## src/rtl/branch_redirect_if.sv

```systemverilog
// Bundle between the EX-stage branch resolver / hazard unit and the redirect controller.
// The master side drives branch decisions and stalls; the slave side returns redirect, flush and stats.
interface branch_redirect_if #(
  parameter int ADDR_W = 32,
  parameter int CNT_W  = 16
);
  logic              Branch;
  logic              Branch_out;
  logic [ADDR_W-1:0] BranchTarget;
  logic              StallIn;
  logic              PCSrc;
  logic [ADDR_W-1:0] PCRedirect;
  logic              FlushIFID;
  logic              FlushIDEX;
  logic              Busy;
  logic [CNT_W-1:0]  BranchCount;
  logic [CNT_W-1:0]  TakenCount;

  modport master (
    output Branch, Branch_out, BranchTarget, StallIn,
    input  PCSrc, PCRedirect, FlushIFID, FlushIDEX, Busy, BranchCount, TakenCount
  );

  modport slave (
    input  Branch, Branch_out, BranchTarget, StallIn,
    output PCSrc, PCRedirect, FlushIFID, FlushIDEX, Busy, BranchCount, TakenCount
  );
endinterface

```

## src/rtl/branch_redirect_ctrl.sv

```systemverilog
// Branch redirect controller: latches taken-branch targets, drives the fetch redirect,
// squashes wrong-path IF/ID and ID/EX contents and keeps saturating branch statistics.
//
//   state  | meaning
//   IDLE   | no redirect outstanding, resolving branches from EX
//   PEND   | taken branch latched while the pipeline is stalled
//   REDIR  | PCSrc and both flushes asserted, held across stalls
//   SQUASH | flushes held for the remaining unstalled flush cycles
module branch_redirect_ctrl #(
  parameter int ADDR_W       = 32,
  parameter int FLUSH_CYCLES = 2,
  parameter int CNT_W        = 16
) (
  input logic              Clk,
  input logic              Rst,
  branch_redirect_if.slave bus
);

  typedef enum logic [1:0] {
    IDLE   = 2'd0,
    PEND   = 2'd1,
    REDIR  = 2'd2,
    SQUASH = 2'd3
  } state_t;

  localparam logic [2:0] SQUASH_LOAD = 3'(FLUSH_CYCLES - 1);

  state_t            state_q;
  logic              pcsrc_q;
  logic              flush_q;
  logic [ADDR_W-1:0] target_q;
  logic [2:0]        flush_cnt_q;
  logic [CNT_W-1:0]  bcnt_q;
  logic [CNT_W-1:0]  tcnt_q;

  function automatic logic [CNT_W-1:0] sat_inc(input logic [CNT_W-1:0] v);
    return (&v) ? v : v + 1'b1;
  endfunction

  always_ff @(posedge Clk or negedge Rst) begin
    if (!Rst) begin
      state_q     <= IDLE;
      pcsrc_q     <= 1'b0;
      flush_q     <= 1'b0;
      target_q    <= '0;
      flush_cnt_q <= '0;
      bcnt_q      <= '0;
      tcnt_q      <= '0;
    end else begin
      unique case (state_q)
        IDLE: begin
          if (bus.Branch) begin
            // A stalled branch is re-presented by the hazard unit, so count it only when unstalled.
            if (!bus.StallIn) begin
              bcnt_q <= sat_inc(bcnt_q);
              if (bus.Branch_out) tcnt_q <= sat_inc(tcnt_q);
            end
            if (bus.Branch_out) begin
              target_q <= bus.BranchTarget;
              if (bus.StallIn) begin
                state_q <= PEND;
              end else begin
                state_q <= REDIR;
                pcsrc_q <= 1'b1;
                flush_q <= 1'b1;
              end
            end
          end
        end
        PEND: begin
          if (!bus.StallIn) begin
            bcnt_q  <= sat_inc(bcnt_q);
            tcnt_q  <= sat_inc(tcnt_q);
            state_q <= REDIR;
            pcsrc_q <= 1'b1;
            flush_q <= 1'b1;
          end
        end
        REDIR: begin
          if (!bus.StallIn) begin
            pcsrc_q <= 1'b0;
            if (FLUSH_CYCLES == 1) begin
              state_q <= IDLE;
              flush_q <= 1'b0;
            end else begin
              state_q     <= SQUASH;
              flush_cnt_q <= SQUASH_LOAD;
            end
          end
        end
        SQUASH: begin
          if (!bus.StallIn) begin
            if (flush_cnt_q <= 3'd1) begin
              state_q     <= IDLE;
              flush_q     <= 1'b0;
              flush_cnt_q <= '0;
            end else begin
              flush_cnt_q <= flush_cnt_q - 3'd1;
            end
          end
        end
        default: begin
          state_q <= IDLE;
          pcsrc_q <= 1'b0;
          flush_q <= 1'b0;
        end
      endcase
    end
  end

  assign bus.PCSrc       = pcsrc_q;
  assign bus.PCRedirect  = target_q;
  assign bus.FlushIFID   = flush_q;
  assign bus.FlushIDEX   = flush_q;
  assign bus.Busy        = (state_q != IDLE);
  assign bus.BranchCount = bcnt_q;
  assign bus.TakenCount  = tcnt_q;

endmodule
```

## src/flat_wrapper.sv

```systemverilog
// flat-port wrapper written by rule: the top's interface ports become plain ports
module branch_redirect_ctrl_flat 
#(
  parameter int ADDR_W       = 32,
  parameter int FLUSH_CYCLES = 2,
  parameter int CNT_W        = 16
)
  (Clk, Rst, bus_Branch, bus_Branch_out, bus_BranchTarget, bus_StallIn, bus_PCSrc, bus_PCRedirect, bus_FlushIFID, bus_FlushIDEX, bus_Busy, bus_BranchCount, bus_TakenCount);
  branch_redirect_if #(.ADDR_W(ADDR_W), .CNT_W(CNT_W)) bus_i ();
  input logic Clk;
  input logic Rst;
  input wire logic [$bits(bus_i.Branch)-1:0] bus_Branch;
  input wire logic [$bits(bus_i.Branch_out)-1:0] bus_Branch_out;
  input wire logic [$bits(bus_i.BranchTarget)-1:0] bus_BranchTarget;
  input wire logic [$bits(bus_i.StallIn)-1:0] bus_StallIn;
  output wire logic [$bits(bus_i.PCSrc)-1:0] bus_PCSrc;
  output wire logic [$bits(bus_i.PCRedirect)-1:0] bus_PCRedirect;
  output wire logic [$bits(bus_i.FlushIFID)-1:0] bus_FlushIFID;
  output wire logic [$bits(bus_i.FlushIDEX)-1:0] bus_FlushIDEX;
  output wire logic [$bits(bus_i.Busy)-1:0] bus_Busy;
  output wire logic [$bits(bus_i.BranchCount)-1:0] bus_BranchCount;
  output wire logic [$bits(bus_i.TakenCount)-1:0] bus_TakenCount;
  assign bus_i.Branch = bus_Branch;
  assign bus_i.Branch_out = bus_Branch_out;
  assign bus_i.BranchTarget = bus_BranchTarget;
  assign bus_i.StallIn = bus_StallIn;
  assign bus_PCSrc = bus_i.PCSrc;
  assign bus_PCRedirect = bus_i.PCRedirect;
  assign bus_FlushIFID = bus_i.FlushIFID;
  assign bus_FlushIDEX = bus_i.FlushIDEX;
  assign bus_Busy = bus_i.Busy;
  assign bus_BranchCount = bus_i.BranchCount;
  assign bus_TakenCount = bus_i.TakenCount;
  branch_redirect_ctrl #(.ADDR_W(ADDR_W), .FLUSH_CYCLES(FLUSH_CYCLES), .CNT_W(CNT_W)) u_core (.Clk(Clk), .Rst(Rst), .bus(bus_i));
endmodule
```

## config.mk

```make
export PLATFORM = sky130hd
export DESIGN_NAME = branch_redirect_ctrl_flat
export DESIGN_NICKNAME = d
export VERILOG_FILES = /design/src/rtl/branch_redirect_if.sv /design/src/rtl/branch_redirect_ctrl.sv /design/src/flat_wrapper.sv
export SDC_FILE = /design/constraint.sdc
export NUM_CORES = 1
export LEC_CHECK = 0
export CORE_UTILIZATION = 42
export CTS_CLUSTER_SIZE = 40
export DETAILED_ROUTE_END_ITERATION = 10
export PLACE_DENSITY_LB_ADDON = 0.1
export SYNTH_ARGS = -nofsm -noshare
export SYNTH_HDL_FRONTEND = slang
export SYNTH_SLANG_ARGS = --single-unit
```

## constraint.sdc

```tcl
create_clock -name Clk -period 2.09 [get_ports Clk]
set_input_delay 0.418 -clock Clk [delete_from_list [all_inputs] [get_ports Clk]]
set_output_delay 0.418 -clock Clk [all_outputs]
set_load 0.01 [all_outputs]
```

==> results.py, run 1 <==
metrics = {
    "pwr": {
        "p_int_w": 0.003849,
        "p_sw_w": 0.001814,
        "leakage_nw": 2.043,
        "finalPower_w": 0.005663,
        "p_sw_frac": 0.3204,
        "p_seq_frac": 0.385,
        "p_per_area_nw_per_um2": 1183,
        "clkPwrFrac": 0.166,
        "irDropWorstVdd_v": 0.0006272,
        "p_comb_frac": 0.449,
    },
    "sta": {
        "max_freq_mhz": 498.7,
        "period_share": 0.9595,
        "worstMarginPinSlew_ns": 0.5071,
        "clock-skew-final_ns": 0.008450,
        "hold_violations": 0,
        "rsz0062_at_grt": "yes",
        "fin_setup_tns_ns": 0,
        "period_minus_slack_ns": 2.005,
        "setup_viol_count_final": 0,
        "slew_violations": 0,
        "max_slew_margin": 0.6619,
    },
    "setup_path": {
        "critPathMaxFanout": 8,
        "r2r_end": "u_core.bus.BranchCount[15]$_DFFE_PN0P_",
        "path_buf_inv": 1,
        "startpoint": "u_core.state_q[0]$_DFFE_PN0P_",
        "slowest_stage": "or4_4",
        "critPathKind": "register to register",
        "ff2ff_setup_slack_ns": 0.08,
        "path_cells": "inv_1 > ha_2 > mux2i_2 > or4_4 > nor4_2 > xor2_1",
        "r2r-start": "u_core.state_q[0]$_DFFE_PN0P_",
        "cpPeakStageDelay_ns": 0.58,
        "path_depth": 6,
        "r2r_cells": 6,
        "cp.required_ns": 2.34,
        "cp-end-kind": "register",
        "critical-path-top-delay-family": "simple AND/OR/NAND/NOR gates",
        "cp-start-kind": "register",
        "crit_arrival_ns": 2.25,
    },
    "cts": {
        "postCtsSetupBuffers": 0,
        "cts.hold.buffers_added": 0,
        "cts_resized": 2,
        "cts_max_path_buffers": 2,
        "htreeDepth": 3,
        "clkTransAtPathRegs_ns": 0.08,
        "cts_root_buffer": "clkbuf_8",
        "clock_sinks": 71,
        "cts_tree": "done",
        "cts_made_buffers": 9,
        "clk_latency_ns": 0.33,
    },
    "synth": {
        "synth_edf_count": 0,
        "synth_flop_cell": "dfrtp_1",
        "synthesis.nets": 315,
        "synthCells": 270,
        "ys_types": 46,
        "syn_avg_cell_area_sq_um": 12.28,
        "yosysSeqAreaShare": 0.5358,
        "ys_async_sr_fraction": 1.000,
        "synth_area_sq_um": 3316,
        "synth.ff_latch_count": 71,
        "yosys_warnings": 0,
    },
    "die": {
        "pin_count": 105,
        "die_width_um": 90.85,
        "die_area_sq_um": 8254,
        "core.rowCount": 32,
        "die_y_um": 90.85,
        "core_sq_um": 7687,
        "start_util": 0.4313,
    },
    "global_routing": {
        "grt_pass1_vias": 2449,
        "grt_pass1_wl_um": 12050,
        "grt_util_all_layers": 0.1861,
        "grt_max_degree": 33,
        "antenna_found_initial": 0,
        "grt.overflow.total": 0,
    },
    "hold_path": {
        "hp-class": "input pin to asynchronous set/reset pin",
    },
    "drt": {
        "wl_per_cell_um": 14.43,
        "viasPerCell": 4.974,
        "drc": 0,
        "dr.pass1.iters": 4,
        "wirelength_um": 7246,
        "drtIter0Drc": 77,
        "postRouteAntennaNets": 0,
        "vias": 2497,
    },
    "place": {
        "hpwl_um": 5312,
        "gp_congestion": 0.7717,
        "placed_cell_area_sq_um": 4602,
        "portBuffers": 104,
    },
    "finish": {
        "final_common_cell": "clkdlybuf4s50_1",
        "final_nets": 441,
        "fill_cells": 656,
        "postLayoutCellArea_sq_um": 4787,
        "antenna_cells": 0,
        "layout-drive-gt1-share": 0.2150,
        "mostFrequentLayoutCells": "clkdlybuf4s50_1, dfrtp_1, mux2_2",
        "area_growth_pct": 44.38,
    },
    "flow_run": {
        "drv_cap": 0,
    },
    "run_status": {
        "status": "finished, final reports clean",
    },
}
[cell type report]
class                      count  area [sq um]  share of cell area
clock buffer                  12         145.1             0.03032
clock inverter                 3         20.02            0.004182
inverter                       8         30.03            0.006273
multi-input combinational    181          1470              0.3071
sequential                    71          1777              0.3711
tap                          102         127.6             0.02666
timing repair buffer         125          1217              0.2543
[registers in the layout (all words and copies together), names as in the netlist]
| register | cells |
|---|---|
| u_core.bus.FlushIDEX | 1 |
| u_core.flush_cnt_q | 3 |
| u_core.bus.PCSrc | 1 |
| u_core.bus.TakenCount | 16 |
| u_core.bus.PCRedirect | 32 |
| u_core.bus.BranchCount | 16 |
| u_core.state_q | 2 |
[layer usage]
| layer | part of all wire | wire [um] | GRT usage | up-vias |
|---|---|---|---|---|
| li1 | - | - | - | 1235 |
| met1 | 0.49 | 3515 | 0.2551 | 1188 |
| met2 | 0.46 | 3361 | 0.2936 | 70 |
| met3 | 0.044 | 317 | 0.03451 | 4 |
| met4 | 0.0072 | 52 | 0.07143 | 0 |
| met5 | 0 | 0 | 0 | - |
[stage by stage]
step                      hold slack, ns  instances  utilization  setup slack, ns
final                            0.04655        502       0.6227          0.08472
after global routing             0.07314        502       0.6227        -0.002991
after detailed placement          0.4223        487       0.5986          -0.1276
after floorplan                   0.1224        270            -          0.07135
after global placement            0.4167        487       0.5986         -0.09448
after CTS                        0.04854        502       0.6203          0.08217
[power by group through the flow]
stage	sequential (W)	combinational [W]	clock [W]
final	0.00218	0.00254	0.000938
after global routing	0.00226	0.00275	0.00103
after CTS	0.00218	0.00256	0.000966
after detailed placement	0.00221	0.00256	0
after global placement	0.00219	0.00253	0
after floorplan	0.00240	0.00102	0
[synthesized netlist by cell type, types with 2 or more instances]
library cell | instances | share of area
xnor2_1 | 13 | 0.034
nor3b_1 | 2 | 0.0045
dfrtp_1 | 71 | 0.54
and4_1 | 2 | 0.0053
o21ai_0 | 4 | 0.0060
clkbuf_1 | 6 | 0.0068
nor4b_1 | 2 | 0.0053
mux2_2 | 36 | 0.12
nor4_1 | 4 | 0.0075
nor3_1 | 6 | 0.0091
and3_2 | 2 | 0.0045
a21oi_1 | 6 | 0.0091
nor2_1 | 9 | 0.010
ha_1 | 8 | 0.030
mux2i_1 | 5 | 0.015
nand2b_1 | 2 | 0.0038
nand4_1 | 15 | 0.028
inv_1 | 8 | 0.0091
nand3_1 | 6 | 0.0091
nor4_2 | 3 | 0.011
nand2_1 | 13 | 0.015
o2111ai_1 | 4 | 0.011
xor2_1 | 15 | 0.040
o31ai_1 | 2 | 0.0045
and3_1 | 5 | 0.0094
[worst max path at each step]
stage,end
after floorplan,u_core.bus.BranchCount[15]$_DFFE_PN0P_
after global placement,u_core.bus.BranchCount[15]$_DFFE_PN0P_
after detailed placement,u_core.bus.BranchCount[15]$_DFFE_PN0P_
after CTS,u_core.bus.BranchCount[15]$_DFFE_PN0P_
after global routing,u_core.bus.BranchCount[15]$_DFFE_PN0P_
final,u_core.bus.BranchCount[15]$_DFFE_PN0P_
[cells by family (layout without fill, tap and decap cells)]
kind of cell	Yosys count	after routing	synth area share
compound gates	24	24	0.04944
xor+xnor	28	28	0.07396
fa+ha+maj	8	8	0.03019
buf+inv	18	148	0.02717
flops	71	71	0.5358
mux	42	42	0.1415
simple gates	79	79	0.1419
Note: power is estimated with default switching activity, not from simulation.
==> inputs of run 2 (changes only) <==
--- a/config.mk
+++ b/config.mk
@@ -5,10 +5,12 @@
 export SDC_FILE = /design/constraint.sdc
 export NUM_CORES = 1
 export LEC_CHECK = 0
+export CORE_MARGIN = 8
 export CORE_UTILIZATION = 42
 export CTS_CLUSTER_SIZE = 40
 export DETAILED_ROUTE_END_ITERATION = 10
 export PLACE_DENSITY_LB_ADDON = 0.1
+export RECOVER_POWER = 100
 export SYNTH_ARGS = -nofsm -noshare
 export SYNTH_HDL_FRONTEND = slang
 export SYNTH_SLANG_ARGS = --single-unit
==> results.py, run 2 (synthesis gave the netlist of run 1 again) <==
metrics = {
    "die": {
        "start_util": 0.4313,
        "core_sq_um": 7687,
        "pin_count": 105,
        "core.rowCount": 32,
        "die_width_um": 104.9,
        "die_area_sq_um": 10990,
        "die_y_um": 104.9,
    },
    "finish": {
        "final_nets": 441,
        "layout-drive-gt1-share": 0.2120,
        "final_common_cell": "clkdlybuf4s50_1",
        "layoutNonFillerInstCount": 503,
        "area_growth_pct": 44.49,
        "mostFrequentLayoutCells": "clkdlybuf4s50_1, dfrtp_1, mux2_2",
        "antenna_cells": 0,
        "largest_register_ffs": 32,
    },
    "cts": {
        "postCtsSetupBuffers": 0,
        "cts_root_buffer": "clkbuf_8",
        "clkTransAtPathRegs_ns": 0.08,
        "clock_sinks": 71,
        "clk_latency_ns": 0.33,
        "cts_max_path_buffers": 2,
        "cts_made_buffers": 9,
        "htreeDepth": 3,
        "cts_tree": "done",
    },
    "global_routing": {
        "met3_usage": 0.04238,
        "grt_pass1_wl_um": 13700,
        "grt_util_all_layers": 0.1539,
        "top_usage_layer": "met2",
        "antenna_found_initial": 0,
        "grt.overflow.total": 0,
        "grt_max_degree": 33,
        "grt_pass1_vias": 2619,
        "met2_usage": 0.2339,
        "use_met1": 0.2051,
    },
    "pwr": {
        "irDropWorstVdd_v": 0.0006599,
        "finalPower_w": 0.005752,
        "leakage_nw": 2.049,
        "p_per_area_nw_per_um2": 1201,
    },
    "hold_path": {
        "hp-class": "input pin to asynchronous set/reset pin",
    },
    "sta": {
        "max_slew_margin": 0.2609,
        "worstMarginPinSlew_ns": 1.109,
        "rsz0062_at_grt": "no",
        "fin_setup_tns_ns": 0,
        "max_freq_mhz": 514.4,
        "clock-skew-final_ns": 0.01075,
        "period_minus_slack_ns": 1.944,
        "setup_viol_count_final": 0,
        "hold_ws_ns": 0.2686,
        "hold_violations": 0,
        "slew_violations": 0,
        "fin_ws_ns": 0.1459,
        "period_share": 0.9302,
    },
    "flow_run": {
        "drv_cap": 0,
    },
    "setup_path": {
        "path_cells": "inv_1 > ha_2 > mux2i_2 > or4_4 > nor4_2 > xor2_1",
        "critical-path-top-delay-family": "simple AND/OR/NAND/NOR gates",
        "cp-start-kind": "register",
        "cp-end-kind": "register",
        "critPathMaxFanout": 5,
        "path_buf_inv": 1,
        "cpPeakStageDelay_ns": 0.57,
        "cp.required_ns": 2.35,
        "critPathKind": "register to register",
        "crit_arrival_ns": 2.20,
        "slowest_stage": "or4_4",
    },
    "drt": {
        "vias": 2544,
        "postRouteAntennaNets": 0,
        "drc": 0,
        "wl_per_cell_um": 16.32,
        "viasPerCell": 5.058,
        "dr.pass1.iters": 4,
        "drtIter0Drc": 56,
        "wirelength_um": 8209,
    },
    "place": {
        "hpwl_um": 6318,
        "gp_congestion": 0.7751,
        "portBuffers": 104,
        "place_ws_ns": -0.1148,
        "numPlacedInstances": 487,
    },
    "run_status": {
        "status": "finished, final reports clean",
    },
}
run 2: cell types whose count changed in the layout (fill, tap and decap cells not counted), moves of 2 or more:
cell / before / now
buf_4: 19 / 17
clkbuf_2: 0 / 2
nor4b_1: 0 / 2
nor4b_2: 2 / 0
run 2: per-layer routing:
layer,vias up,share of wire
li1,1229,-
met1,1241,0.48
met2,67,0.45
met3,7,0.053
met4,0,0.010
met5,-,0
run 2: timing repair:
item                                    CTS  global route
pin swaps                                 0             0
hold buffers                              0             0
gates resized for setup                   2             4
endpoints found under the setup margin    2            10
run 2: power breakdown:
group,switching [W],internal [W]
Clock,0.000495,0.000493
Sequential,0.000338,0.00186
Combinational,0.00104,0.00153
run 2: worst paths after layout:
check,start,end,slack (ns),cells past startpoint
setup / recovery,u_core.state_q[1]$_DFFE_PN0P_,u_core.bus.BranchCount[15]$_DFFE_PN0P_,0.15,6
hold / removal,Rst,u_core.bus.PCRedirect[15]$_DFFE_PN0P_,0.27,1
setup reg to reg,u_core.state_q[1]$_DFFE_PN0P_,u_core.bus.BranchCount[15]$_DFFE_PN0P_,0.15,6
hold reg to reg,u_core.bus.PCRedirect[6]$_DFFE_PN0P_,u_core.bus.PCRedirect[6]$_DFFE_PN0P_,0.51,1
max in group asynchronous,Rst,u_core.bus.BranchCount[6]$_DFFE_PN0P_,0.38,2
min in group Clk,u_core.bus.PCRedirect[6]$_DFFE_PN0P_,u_core.bus.PCRedirect[6]$_DFFE_PN0P_,0.51,1
run 2: metrics by stage:
stage	util	cell area [sq um]
after floorplan	-	3316
after global placement	0.5986	4602
after detailed placement	0.5986	4602
after CTS	0.6217	4780
after global routing	0.6232	4791
final	0.6232	4791
run 2: cell type report:
| cell class | count | area (sq um) |
|---|---|---|
| timing repair buffer | 125 | 1204 |
| inverter | 8 | 30.03 |
| clock inverter | 3 | 17.52 |
| clock buffer | 13 | 158.9 |
| sequential | 71 | 1777 |
| multi-input combinational | 181 | 1476 |
| fill | 673 | 2897 |
| tap | 102 | 127.6 |
==> inputs of run 3 (changes only) <==
--- a/config.mk
+++ b/config.mk
@@ -9,6 +9,7 @@
 export CORE_UTILIZATION = 42
 export CTS_CLUSTER_SIZE = 40
 export DETAILED_ROUTE_END_ITERATION = 10
+export GPL_TIMING_DRIVEN = 0
 export PLACE_DENSITY_LB_ADDON = 0.1
 export RECOVER_POWER = 100
 export SYNTH_ARGS = -nofsm -noshare
==> constraint.sdc (replaced) <==
create_clock -name Clk -period 2.09 [get_ports Clk]
set_input_delay 0.418 -clock Clk [delete_from_list [all_inputs] [get_ports Clk]]
set_output_delay 0.418 -clock Clk [all_outputs]
set_load 0.005 [all_outputs]
==> results.py, run 3 (synthesis gave the netlist of run 1 again) <==
metrics = {
    "run_status": {
        "status": "finished with violations",
        "violations": "max-capacitance violations, max-slew violations",
    },
    "finish": {
        "mostFrequentLayoutCells": "dfrtp_1, clkdlybuf4s50_1, mux2_2",
        "final_nets": 433,
        "final_common_cell": "dfrtp_1",
        "antenna_cells": 0,
        "area_growth_pct": 43.51,
        "largest_register_ffs": 32,
        "layout-drive-gt1-share": 0.2112,
        "fill_cells": 694,
    },
    "sta": {
        "worstMarginPinSlew_ns": 1.732,
        "hold_ws_ns": 0.4563,
        "period_share": 0.9921,
        "hold_violations": 0,
        "slew_violations": 72,
        "rsz0062_at_grt": "yes",
        "max_slew_margin": -0.1549,
        "setup_viol_count_final": 0,
        "max_freq_mhz": 482.3,
        "fin_setup_tns_ns": 0,
        "period_minus_slack_ns": 2.073,
        "clock-skew-final_ns": 0.009939,
    },
    "pwr": {
        "p_comb_frac": 0.409,
        "leakage_nw": 2.044,
        "p_per_area_nw_per_um2": 1156,
        "p_sw_frac": 0.3052,
        "p_sw_w": 0.001679,
        "irDropWorstVdd_v": 0.0006693,
        "clkPwrFrac": 0.198,
        "p_int_w": 0.003821,
        "p_seq_frac": 0.393,
    },
    "setup_path": {
        "cp-start-kind": "register",
        "path_buf_inv": 2,
        "critPathMaxFanout": 9,
        "slowest_stage": "or4_4",
        "r2r_end": "u_core.bus.BranchCount[13]$_DFFE_PN0P_",
        "r2r-start": "u_core.state_q[0]$_DFFE_PN0P_",
        "critical-path-top-delay-family": "simple AND/OR/NAND/NOR gates",
        "critPathKind": "register to register",
        "r2r_cells": 7,
        "path_cells": "inv_2 > ha_1 > buf_6 > mux2i_2 > or4_4 > nor4_2 > xor2_1",
        "cp-end-kind": "register",
        "cpPeakStageDelay_ns": 0.61,
        "ff2ff_setup_slack_ns": 0.02,
        "cp.required_ns": 2.36,
        "startpoint": "u_core.state_q[0]$_DFFE_PN0P_",
        "crit_arrival_ns": 2.34,
    },
    "drt": {
        "wl_per_cell_um": 15.84,
        "dr.pass1.iters": 5,
        "drtIter0Drc": 89,
        "wirelength_um": 7842,
        "drc": 0,
        "viasPerCell": 5.109,
        "postRouteAntennaNets": 0,
        "vias": 2529,
    },
    "global_routing": {
        "grt_max_degree": 72,
        "grt_pass1_wl_um": 12900,
        "grt.overflow.total": 0,
        "antenna_found_initial": 0,
        "grt_pass1_vias": 2501,
        "grt_util_all_layers": 0.1447,
    },
    "cts": {
        "clkTransAtPathRegs_ns": 0.08,
        "clock_sinks": 71,
        "clk_latency_ns": 0.34,
        "htreeDepth": 3,
        "cts_tree": "done",
        "cts.hold.buffers_added": 0,
        "cts_max_path_buffers": 2,
        "cts_made_buffers": 9,
        "cts_root_buffer": "clkbuf_8",
    },
    "hold_path": {
        "min-delay-start": "bus_StallIn",
        "hp-class": "input pin to register",
        "worstHoldPathCells": 4,
        "worstHoldEndpoint": "u_core.bus.BranchCount[4]$_DFFE_PN0P_",
    },
    "flow_run": {
        "drv_cap": 1,
    },
    "die": {
        "die_width_um": 104.9,
        "core.rowCount": 32,
        "core_sq_um": 7687,
        "die_y_um": 104.9,
        "die_area_sq_um": 10990,
        "pin_count": 105,
        "start_util": 0.4313,
    },
    "place": {
        "gp_congestion": 0.7909,
        "hpwl_um": 5661,
        "portBuffers": 103,
    },
}
==> run 3: cell count changes in the layout (fill, tap and decap cells not counted), moves of 2 or more <==
cell / delta
clkinvlp_4: +2
dlygate4sd3_1: +33
nor4_4: +2
nor4b_1: -2
clkbuf_2: +2
clkdlybuf4s50_1: -34
nor4b_2: +2
nor4_2: -2
buf_4: -11
==> run 3: worst max-delay path by stage <==
stage                                             end  slack [ns]  depth (start not counted)
2_1_floorplan  u_core.bus.BranchCount[15]$_DFFE_PN0P_        0.07                          7
3_3_place_gp        u_core.flush_cnt_q[1]$_DFFE_PN0P_       -1.89                          1
3_5_place_dp    u_core.bus.TakenCount[13]$_DFFE_PN0P_       -0.28                          6
4_1_cts         u_core.bus.TakenCount[13]$_DFFE_PN0P_       -0.06                          8
5_1_grt         u_core.bus.TakenCount[15]$_DFFE_PN0P_       -0.07                          8
6_report       u_core.bus.BranchCount[13]$_DFFE_PN0P_        0.02                          7
==> run 3: power by group through the flow <==
stage	Clock (W)	Combinational, W	Sequential (W)
6_report	0.00109	0.00225	0.00216
5_1_grt	0.00120	0.00247	0.00225
4_1_cts	0.00113	0.00240	0.00218
3_5_place_dp	0	0.00230	0.00224
3_3_place_gp	0	0.00226	0.00222
2_1_floorplan	0	0.00101	0.00223
==> run 3: worst reg2reg max path, stage by stage (launching register included) <==
cell     delay [ns]
dfrtp_1        0.37
inv_2          0.06
ha_1           0.20
buf_6          0.13
mux2i_2        0.19
or4_4          0.61
nor4_2         0.27
xor2_1         0.17
==> run 3: layer usage <==
metal	up-vias	wire [um]	share of wire	GRT usage
met5	-	0	0	0
met4	0	94	0.012	0.05505
met3	8	479	0.061	0.04730
met2	83	3593	0.46	0.2136
met1	1227	3675	0.47	0.1924
li1	1211	-	-	-
==> run 3: layout make-up <==
class	count	area (sq um)	area share
plain buffers	9	60.06	0.01262
clock buffers	11	141.4	0.02971
clock inverters	5	57.56	0.01210
inverters	8	30.03	0.006311
multi-input cells	181	1503	0.3158
flip-flops and latches	71	1777	0.3734
well taps	102	127.6	0.02682
repair buffers	108	1062	0.2232
==> run 3: metrics by stage <==
step / utilization / instances / area [sq um] / power, W / worst slack (ns)
after global placement: 0.5820 / 475 / 4474 / 0.004478 / -1.885
after detailed placement: 0.5817 / 475 / 4472 / 0.004541 / -0.2819
after floorplan: - / 270 / 3316 / 0.003250 / 0.07137
after global routing: 0.6190 / 495 / 4758 / 0.005916 / -0.07328
after CTS: 0.6125 / 495 / 4708 / 0.005711 / -0.06083
final: 0.6190 / 495 / 4758 / 0.005500 / 0.01656
==> run 3: what timing repair did <==
action / in CTS / in global routing
setup endpoints to repair: 42 / 43
pin swaps: 1 / 4
buffers inserted: 4 / 1
resized for setup: 2 / 15
